`config.mk`:
```
export PLATFORM = sky130hd
export DESIGN_NAME = datapath_ctrl
export DESIGN_NICKNAME = d
export VERILOG_FILES = /design/src/rtl/datapath_ctrl_pkg.sv /design/src/rtl/datapath_ctrl_instr_dec.sv /design/src/rtl/datapath_ctrl.sv
export SDC_FILE = /design/constraint.sdc
export NUM_CORES = 1
export LEC_CHECK = 0
export BUFFER_PORTS_ARGS = -buffer_cell sky130_fd_sc_hd__buf_2
export CAP_MARGIN = 10
export CORE_ASPECT_RATIO = 0.9
export CORE_MARGIN = 10
export CORE_UTILIZATION = 41
export CTS_BUF_LIST = sky130_fd_sc_hd__clkbuf_4 sky130_fd_sc_hd__clkbuf_8 sky130_fd_sc_hd__clkbuf_16
export DETAILED_ROUTE_END_ITERATION = 8
export PLACE_DENSITY = 0.74
export SYNTH_ARGS = -nofsm -noshare
export SYNTH_HDL_FRONTEND = slang
export SYNTH_SLANG_ARGS = --single-unit
```
`constraint.sdc`:
```
create_clock -name clk -period 1.5 [get_ports clk]
set_clock_uncertainty 0.15 [all_clocks]
set_input_delay 0.075 -clock clk [delete_from_list [all_inputs] [get_ports clk]]
set_output_delay 0.075 -clock clk [all_outputs]
set_load 0.01 [all_outputs]
```
`src/rtl/datapath_ctrl_pkg.sv`:
```
// Shared types and encodings for the datapath controller: FSM states,
// instruction opcode/op constants, ALU and shifter operation codes, and the
// decoded-instruction record passed from instr_dec to the controller.
package datapath_ctrl_pkg;

  typedef enum logic [2:0] {
    S_WAIT      = 3'd0,
    S_DECODE    = 3'd1,
    S_GET_A     = 3'd2,
    S_GET_B     = 3'd3,
    S_EXEC      = 3'd4,
    S_WRITE_REG = 3'd5,
    S_WRITE_IMM = 3'd6
  } state_e;

  // Opcode field [15:13]
  localparam logic [2:0] OPC_MOV = 3'b110;
  localparam logic [2:0] OPC_ALU = 3'b101;

  // Op field [12:11] qualifiers for the MOV opcode
  localparam logic [1:0] OP_MOV_REG = 2'b00;
  localparam logic [1:0] OP_MOV_IMM = 2'b10;

  // ALUop encodings; for OPC_ALU the op field is used directly as ALUop
  localparam logic [1:0] ALU_ADD = 2'b00;
  localparam logic [1:0] ALU_SUB = 2'b01;  // CMP uses SUB and only updates status
  localparam logic [1:0] ALU_AND = 2'b10;
  localparam logic [1:0] ALU_MVN = 2'b11;

  // Shifter encodings carried in the sh field
  localparam logic [1:0] SH_NONE = 2'b00;
  localparam logic [1:0] SH_LSL  = 2'b01;
  localparam logic [1:0] SH_LSR  = 2'b10;
  localparam logic [1:0] SH_ASR  = 2'b11;

  // Decoded view of a 16-bit instruction word
  typedef struct packed {
    logic [2:0]  opcode;
    logic [1:0]  op;
    logic [2:0]  rn;
    logic [2:0]  rd;
    logic [1:0]  sh;
    logic [2:0]  rm;
    logic [15:0] imm_sext;
  } instr_fields_t;

endpackage

```
`src/rtl/datapath_ctrl_instr_dec.sv`:
```
// Purely combinational instruction field extraction and imm8 sign extension.
module instr_dec
  import datapath_ctrl_pkg::*;
(
  input  logic [15:0]   instr,
  output instr_fields_t fields
);

  // Slice the fixed instruction fields and sign-extend imm8 to 16 bits
  always_comb begin
    fields          = '0;
    fields.opcode   = instr[15:13];
    fields.op       = instr[12:11];
    fields.rn       = instr[10:8];
    fields.rd       = instr[7:5];
    fields.sh       = instr[4:3];
    fields.rm       = instr[2:0];
    fields.imm_sext = {{8{instr[7]}}, instr[7:0]};
  end

endmodule

```
`src/rtl/datapath_ctrl.sv`:
```
// Moore controller sequencing a register-file/ALU datapath through
// decode, operand fetch, execute and write-back for MOV/ADD/CMP/AND/MVN.
//
// Start handshake: w=1 means the controller sits in WAIT and is ready; a
// start is accepted on any rising clk edge where w=1 and s=1, and instr is
// captured into IR on that same edge. s is ignored whenever w=0. Holding s
// high chains instructions with no idle cycle between them.
//
// Only state and IR are registered; every datapath control is a pure
// function of (state, IR), so reset clears the outputs immediately.
module datapath_ctrl
  import datapath_ctrl_pkg::*;
(
  input  logic        clk,
  input  logic        reset,
  input  logic        s,
  input  logic [15:0] instr,
  output logic        w,
  output logic [2:0]  readnum,
  output logic [2:0]  writenum,
  output logic        write,
  output logic        loada,
  output logic        loadb,
  output logic        loadc,
  output logic        loads,
  output logic        asel,
  output logic        bsel,
  output logic        vsel,
  output logic [1:0]  shift,
  output logic [1:0]  ALUop,
  output logic [15:0] datapath_in,
  output logic [2:0]  dbg_state
);

  state_e        state_q, state_d;
  logic [15:0]   ir_q, ir_d;
  instr_fields_t f;

  logic is_mov_imm, is_mov_reg, is_alu, is_cmp;

  instr_dec u_instr_dec (
    .instr  (ir_q),
    .fields (f)
  );

  // Instruction class flags derived from the latched IR
  always_comb begin
    is_mov_imm = (f.opcode == OPC_MOV) && (f.op == OP_MOV_IMM);
    is_mov_reg = (f.opcode == OPC_MOV) && (f.op == OP_MOV_REG);
    is_alu     = (f.opcode == OPC_ALU);
    is_cmp     = is_alu && (f.op == ALU_SUB);
  end

  // Next-state and IR capture
  always_comb begin
    state_d = state_q;
    ir_d    = ir_q;
    unique case (state_q)
      S_WAIT: begin
        if (s) begin
          ir_d    = instr;
          state_d = S_DECODE;
        end
      end
      S_DECODE: begin
        if (is_mov_imm)      state_d = S_WRITE_IMM;
        else if (is_mov_reg) state_d = S_GET_B;
        else if (is_alu)     state_d = S_GET_A;
        else                 state_d = S_WAIT;  // unsupported: drop it, no write
      end
      S_GET_A:     state_d = S_GET_B;
      S_GET_B:     state_d = S_EXEC;
      S_EXEC:      state_d = is_cmp ? S_WAIT : S_WRITE_REG;
      S_WRITE_REG: state_d = S_WAIT;
      S_WRITE_IMM: state_d = S_WAIT;
      default:     state_d = S_WAIT;
    endcase
  end

  // State and IR registers, cleared asynchronously
  always_ff @(posedge clk or posedge reset) begin
    if (reset) begin
      state_q <= S_WAIT;
      ir_q    <= '0;
    end else begin
      state_q <= state_d;
      ir_q    <= ir_d;
    end
  end

  // Moore output decode: everything not driven by the current state is 0
  always_comb begin
    w           = 1'b0;
    readnum     = 3'd0;
    writenum    = 3'd0;
    write       = 1'b0;
    loada       = 1'b0;
    loadb       = 1'b0;
    loadc       = 1'b0;
    loads       = 1'b0;
    asel        = 1'b0;
    bsel        = 1'b0;
    vsel        = 1'b0;
    shift       = SH_NONE;
    ALUop       = ALU_ADD;
    datapath_in = 16'd0;
    unique case (state_q)
      S_WAIT: w = 1'b1;
      S_DECODE: ;
      S_GET_A: begin
        readnum = f.rn;
        loada   = 1'b1;
      end
      S_GET_B: begin
        readnum = f.rm;
        loadb   = 1'b1;
      end
      S_EXEC: begin
        shift = f.sh;
        bsel  = 1'b0;
        loadc = 1'b1;
        // MOV reg passes shifted B through an ADD with A forced to zero
        asel  = is_mov_reg;
        ALUop = is_alu ? f.op : ALU_ADD;
        loads = is_cmp;
      end
      S_WRITE_REG: begin
        writenum = f.rd;
        vsel     = 1'b0;
        write    = 1'b1;
      end
      S_WRITE_IMM: begin
        writenum    = f.rn;
        vsel        = 1'b1;
        write       = 1'b1;
        datapath_in = f.imm_sext;
      end
      default: ;
    endcase
  end

  assign dbg_state = state_q;

endmodule

```
=== After elaboration in Yosys (flattened, before gate mapping) ===
Index checks and enable logic that the tools add are counted.

* Register bits: 19
* Output and inout port bits: 38
* Bits of input ports: 19
* Word-level logic and storage cells: 40

* Reduce and logical (&&, ||, !) cells: 7
* Eq/ne operators: 11
* Mux-type cells: 20

{| class="wikitable"
|+ Operators with widths
! kind !! count
|-
| $mux 16 || 1
|-
| $eq 3x3->1 const B || 5
|-
| $pmux 3 s5 || 1
|-
| $pmux 3 s2 || 2
|-
| $mux 2 || 5
|-
| $mux 3 || 3
|-
| $mux 1 || 8
|-
| $eq 3x2->1 const B || 2
|-
| $eq 3x1->1 const B || 1
|-
| $logic_and 1x1->1 || 3
|-
| $logic_not 3->1 || 1
|-
| $eq 2x1->1 const B || 1
|-
| $eq 2x2->1 const B || 1
|-
| $logic_not 2->1 || 1
|-
| $ne 2x2->1 const B || 1
|-
| $reduce_and 2->1 || 1
|-
| $reduce_or 2->1 || 1
|}

=== Longest topological paths before layout ===
Gate-level depths: netlist of the first run.

* Depth in word-level cells: 5
* Depth in mapped cells: 6
* Mapped depth without buffers: 3

=== Cells and area by module ===
A second synthesis of the first run with hierarchy kept.

* Cells, all modules: 132
* Area, all modules: 1356.3 sq um

{| class="wikitable"
|+ By module, submodules not included
! module !! cells an instance !! times used !! area an instance (sq um) !! seq. area each (sq um)
|-
| datapath_ctrl || 100 || 1 || 1116.1 || 475.5
|-
| instr_dec || 32 || 1 || 240.2 || 0.0
|}

=== Worst setup path after synthesis of the first run ===
Ideal clock, no wire load.

* Kind: register to output
* From: reg state_q[1] (netlist: dbg_state[1])
* To: out datapath_in[10]
* Path slack: -0.284 ns
* Path buffers: 1
* Arrival time: 1.559 ns
* Cell stages (with the launch flop): 5
* Required time: 1.275 ns
* Cells stage by stage: dfrtp_1 -> inv_1 -> nor3b_2 -> and2_1 -> buf_4

* Longest elaborated chain between the ends: 2

{| class="wikitable"
|+ RTL lines
! element !! RTL line !! text
|-
| start, declared || datapath_ctrl.sv:35 || <nowiki>state_e state_q, state_d;</nowiki>
|-
| start signal, assigned || datapath_ctrl.sv:86 || <nowiki>state_q <= state_d;</nowiki>
|-
| $eq 3x3->1 || datapath_ctrl.sv:107 || <nowiki>unique case (state_q)</nowiki>
|-
| $mux 16 || datapath_ctrl.sv:107 ||
|-
| end, declared || datapath_ctrl.sv:31 || <nowiki>output logic [15:0] datapath_in,</nowiki>
|}

No other way between the ends.

=== Worst setup path in the final report of the first run ===
* From: reg state_q[1] (netlist: dbg_state[1])
* To: out ALUop[0]

* Longest elaborated chain between the ends: 2

{| class="wikitable"
|+ RTL lines
! element !! RTL line !! text
|-
| $eq 3x3->1 || datapath_ctrl.sv:107 ||
|-
| $mux 2 || datapath_ctrl.sv:107 ||
|-
| end, declared || datapath_ctrl.sv:30 || <nowiki>output logic [1:0] ALUop,</nowiki>
|}

No other way between the ends.

==> results of run 1 <==
[worst max-delay path, stage by stage (launching register included)]
cell and delay (ps):
dfrtp_2 440, buf_6 130, nor3b_4 240, and3_4 220, and2_1 110, buf_2 120
[registers in the layout, summed over array words and instances, names as in the netlist]
register	cells
dbg_state	3
ir_q	16
[worst min path at each step]
stage	cells past startpoint	to
CTS	4	dbg_state[0]$_DFFE_PP0P_
global route	3	ir_q[13]$_DFFE_PP0P_
floorplan	1	dbg_state[0]$_DFFE_PP0P_
finish	3	ir_q[13]$_DFFE_PP0P_
global placement	2	ir_q[13]$_DFFE_PP0P_
detailed placement	2	ir_q[13]$_DFFE_PP0P_
[report_power, final]
group | switching, W | internal, W
Combinational | 0.000775 | 0.00123
Sequential | 0.000256 | 0.000769
Clock | 0.000164 | 0.0000992
Total | 0.00119 | 0.00210
[layout make-up]
cell class              count  area share, %
clock buffers               3          1.131
clock inverters             1         0.2513
inverters                   3         0.5653
multi-input cells          63          32.85
flip-flops and latches     19          23.93
well taps                  40          2.513
repair buffers             99          38.76
[routing by layer]
layer / vias up / part of all wire (%) / track usage (%)
met5: - / 0 / 0
met4: 0 / 3.1 / 5.155
met3: 12 / 6.4 / 2.119
met2: 46 / 53 / 26.04
met1: 552 / 37 / 15.28
li1: 510 / - / -
[timing repair]
| action | 4_1_cts | 5_1_grt |
|---|---|---|
| pin swaps | 10 | 7 |
| hold buffers | 17 | 0 |
| resized for setup | 27 | 19 |
| hold endpoints to repair | 35 | 0 |
| endpoints found under the setup margin | 49 | 51 |
| setup buffers | 12 | 4 |
[cell usage after synthesis (all sizes together) (2+ instances only)]
| cell type | n |
|---|---|
| nor2b | 7 |
| mux2 | 16 |
| nor3 | 3 |
| dfrtp | 19 |
| a22o | 3 |
| buf | 13 |
| a22oi | 3 |
| and3 | 2 |
| nor2 | 2 |
| inv | 3 |
| and2 | 13 |
| nor3b | 3 |
[through the flow]
step	worst slack [ps]	TNS, ps
after CTS	-269.3	-8793
after global placement	-62.19	-754.4
after floorplan	-195.7	-4044
final	-282.3	-9666
after global routing	-376.9	-13080
after detailed placement	-115.2	-1487
[kinds of logic (layout without fill, tap and decap cells)]
logic type	Yosys count	count (layout)	synth area share, %
other cells	1	1	0.3261
simple gates	34	34	20.46
flops	19	19	41.35
mux	16	16	18.93
compound gates	12	12	8.053
buf+inv	16	106	10.88
==> qor.txt, run 1 <==
Core Area: 2725 um2
CTS H-Tree Depth: 1
Slew Limit Fails: 0
Worst Path Max Fanout: 4
Root Buffer: clkbuf_4
outcome: complete, but fails checks
hold crit path type: in2async
GP Congestion: 0.8837
worst path arrival time: 1560 ps
DRC: 0
DP Cell Count: 192
post-synthesis register bit count: 19
initial antenna violation count: 0
Post-Synthesis Net Count: 117
Layout Nets: 208
post-route cell area: 1992 um2
Post-Syn Area: 1150 um2
LEAKAGE: 1.018 nW
critical path capture point type: output pin
gr usage total: 14.10%
share of cells above drive strength 1: 65.43%
Post-synth EDFFs: 0
dpl cell area: 1454 um2
Die Y: 70.24 um
Synth Flop Type: dfrtp_1
drt pass-1 iters: 4
final hold vios: 0
WS Path Type: reg2out
final std cells w/o fill: 228
CTS sink cnt: 19
final critical-path required period: 1782 ps
worst-case clock buffer depth: 2
Ant. Diodes: 0
Peak VDD IR: 0.9715 mV
most frequent cells in the layout: buf_2 (44), buf_6 (19), dfrtp_1 (18)
Buffers on Ports: 55
slack of the critical path: -282.3 ps
Finished Core Util: 73.09%
yosys warns: 0
Synth async-reset ratio: 100.0%
first-pass GRT wire length: 5996 um
Reg2Reg Setup Slack: -180 ps
Initial Util: 42.19%
Vias: 1120
Final Cycle Share: 118.8%
clock latency at the later pin of the worst-skew pair: 290 ps
initial detailed-routing violation count: 43
CTS buffer count: 3
post-detail-place hpwl: 2529 um
crit path launch type: register
CP Launch Point: dbg_state[1]$_DFFE_PP0P_
leading cell type in the layout, fill and taps excluded: buf_2
Die X-Extent: 75.82 um
leading area contributor after synthesis: dfrtp_1
WP data required: 1270 ps
Layout fillers: 187
Antenna Violating Nets Remaining: 0
FF-to-FF path depth: 5
DIE AREA: 5326 um2
RSZ-0062 raised after global routing: true
top area cells in the synthesized netlist: dfrtp_1 (41%), mux2_4 (13%), buf_4 (7.2%)
WHS: 115.2 ps
final WL: 4006 um
DR vias/cell: 4.912
Netlist cell types: 29
largest net degree at the start of global routing: 12
Synth Area per Inst: 11.73 um2
Worst Tran Pin Value: 518.2 ps
area share of the largest cell type after synthesis: 41.35%
Seq/Total Area, Yosys: 41.35%
Power per Cell Area: 1654 nW/um2
area occupied by multi-input gates: 654.4 um2
wire per inst: 17.57 um
Reg area: 476.7 um2
Max-slew headroom: 65.38%
capture point of the critical path: ALUop[0]
failing checks: setup timing
area grow syn2layout: 73.23%
Pwr Total: 0.003295 W
RR Endpoint: ir_q[12]$_DFFE_PP0P_
Post-Syn Instances: 98
Rows: 18
fmax: 561.1 MHz
Worst-path clk slew: 110 ps
I/O pin cnt: 57
remaining global-route overflow: 0
max-cap check violation count: 0
Critical R2R Launch: dbg_state[1]$_DFFE_PP0P_
endpoints failing setup: 53
vias in the first global route: 1200
CTS tree: done
Note: power is estimated with default switching activity, not from simulation.
==> inputs of run 2 (changes only) <==
==> constraint.sdc (replaced) <==
create_clock -name clk -period 1.5 [get_ports clk]
set_clock_uncertainty 0.15 [all_clocks]
set_input_delay 0.075 -clock clk [delete_from_list [all_inputs] [get_ports clk]]
set_output_delay 0.075 -clock clk [all_outputs]
set_load 0.005 [all_outputs]
==> qor.txt, run 2 (synthesis results as in run 1) <==
outcome: complete, but fails checks
failing checks: setup timing
Logic pwr share: 60.3%
LEAKAGE: 1.038 nW
final std cells w/o fill: 233
P_sw: 0.001184 W
worst-case clock buffer depth: 2
hold crit path type: in2reg
critical path capture point type: output pin
Power per Cell Area: 1589 nW/um2
gr usage total: 15.70%
slowest stage delay, CP: 470 ps
CTS sink cnt: 19
CTS buffer count: 3
WHS: 100.8 ps
Initial Util: 42.19%
largest net degree at the start of global routing: 20
worst path arrival time: 1620 ps
Reg2Reg Setup Slack: -250 ps
Rows: 18
Buffers on Ports: 55
RR Endpoint: ir_q[11]$_DFFE_PP0P_
Die X-Extent: 75.82 um
TNS Setup: -11230 ps
DP Cell Count: 193
Layout Nets: 213
DRC: 0
FF-to-FF path depth: 5
wire per inst: 18.06 um
Critical R2R Launch: dbg_state[1]$_DFFE_PP0P_
final critical-path required period: 1849 ps
post-detail-place hpwl: 2477 um
CP Launch Point: dbg_state[1]$_DFFE_PP0P_
clock power share: 8.1%
Worst Hold Endpoint: dbg_state[0]$_DFFE_PP0P_
HP Start: s
remaining global-route overflow: 0
Slew Limit Fails: 0
CTS tree: done
Vias: 1107
Critical-path top delay cell: dfrtp_2
GP Congestion: 0.8519
CTS H-Tree Depth: 1
slack of the critical path: -349.0 ps
final hold vios: 0
area grow syn2layout: 82.26%
leading cell type in the layout, fill and taps excluded: buf_2
crit path launch type: register
drt pass-1 iters: 4
Core Area: 2725 um2
Root Buffer: clkbuf_4
CP Cell Sequence: buf_6 > nor3b_4 > and3_1 > and2_1 > buf_2
max-cap check violation count: 0
endpoints failing setup: 51
clock latency at the later pin of the worst-skew pair: 310 ps
DR vias/cell: 4.751
flip-flop count of the largest register after layout: 16
Hold Crit Depth: 4
Worst-path clk slew: 120 ps
RSZ-0062 raised after global routing: true
I/O pin cnt: 57
initial detailed-routing violation count: 47
switching portion of total power: 35.56%
Die Y: 70.24 um
final WL: 4208 um
Finished Core Util: 76.91%
initial antenna violation count: 0
Ant. Diodes: 0
fmax: 540.8 MHz
most frequent cells in the layout: buf_2 (38), buf_6 (31), dfrtp_1 (17), dlygate4sd3_1 (17), buf_4 (14)
WP data required: 1270 ps
Antenna Violating Nets Remaining: 0
sequential share of power: 31.7%
WS Path Type: reg2out
Pint: 0.002145 W
Largest Register: ir_q
Final Cycle Share: 123.3%
vias in the first global route: 1265
Worst Path Max Fanout: 5
DIE AREA: 5326 um2
first-pass GRT wire length: 6417 um
Peak VDD IR: 0.8406 mV
share of cells above drive strength 1: 66.84%
Place WS: -122.9 ps
[run 2: cell types whose count changed in the layout (fill, tap and decap cells not counted), moves of 3 or more]
cell,change
buf_6,+12
buf_2,-6
mux2_2,+5
mux2_4,-5
buf_4,-3
[run 2: metal layers]
| metal | up-vias | track usage (%) | share of wire (%) |
|---|---|---|---|
| met2 | 35 | 27.64 | 54 |
| li1 | 519 | - | - |
| met5 | - | 0 | 0 |
| met4 | 0 | 5.979 | 1.6 |
| met1 | 546 | 17.33 | 39 |
| met3 | 7 | 3.672 | 5.2 |
[run 2: critical path: cells and delay by family (launching register included)]
kind	cells	cell delay [ps]
flops	1	470
buf+inv	2	260
simple gates	3	570
[run 2: final cells by class]
cell class,count,area [um2]
fillers,166,629.4
clock inverters,1,5.005
flip-flops and latches,19,478.0
multi-input cells,64,644.4
repair buffers,103,882.1
inverters,3,13.76
well taps,40,50.05
clock buffers,3,22.52
[run 2: what timing repair did]
action / CTS / global route
hold buffers: 17 / 0
endpoints found under the hold margin: 35 / 0
gates cloned: 2 / 0
pin swaps: 12 / 10
endpoints found under the setup margin: 49 / 52
buffers inserted: 13 / 5
resized for setup: 31 / 27
[run 2: worst max path at each step]
stage,endpoint,slack [ps],cells past startpoint
floorplan,ir_q[0]$_DFFE_PP0P_,-120,6
global placement,datapath_in[1],-70,5
detailed placement,ir_q[11]$_DFFE_PP0P_,-120,3
CTS,ALUop[0],-270,5
global route,ALUop[1],-420,5
finish,ALUop[1],-350,5
[run 2: power by group through the flow]
stage / sequential (W) / combinational, W / clock [W]
6_report: 0.00105 / 0.00201 / 0.000269
2_1_floorplan: 0.000938 / 0.000937 / 0
4_1_cts: 0.00100 / 0.00177 / 0.000267
5_1_grt: 0.00110 / 0.00213 / 0.000296
3_5_place_dp: 0.00101 / 0.00124 / 0
3_3_place_gp: 0.000992 / 0.00121 / 0
[run 2: stage by stage]
| step | instance area [um2] | power, W |
|---|---|---|
| after global placement | 1461 | 0.002201 |
| final | 2096 | 0.003329 |
| after detailed placement | 1461 | 0.002250 |
| after CTS | 1954 | 0.003041 |
| after floorplan | 1156 | 0.001875 |
| after global routing | 2096 | 0.003530 |
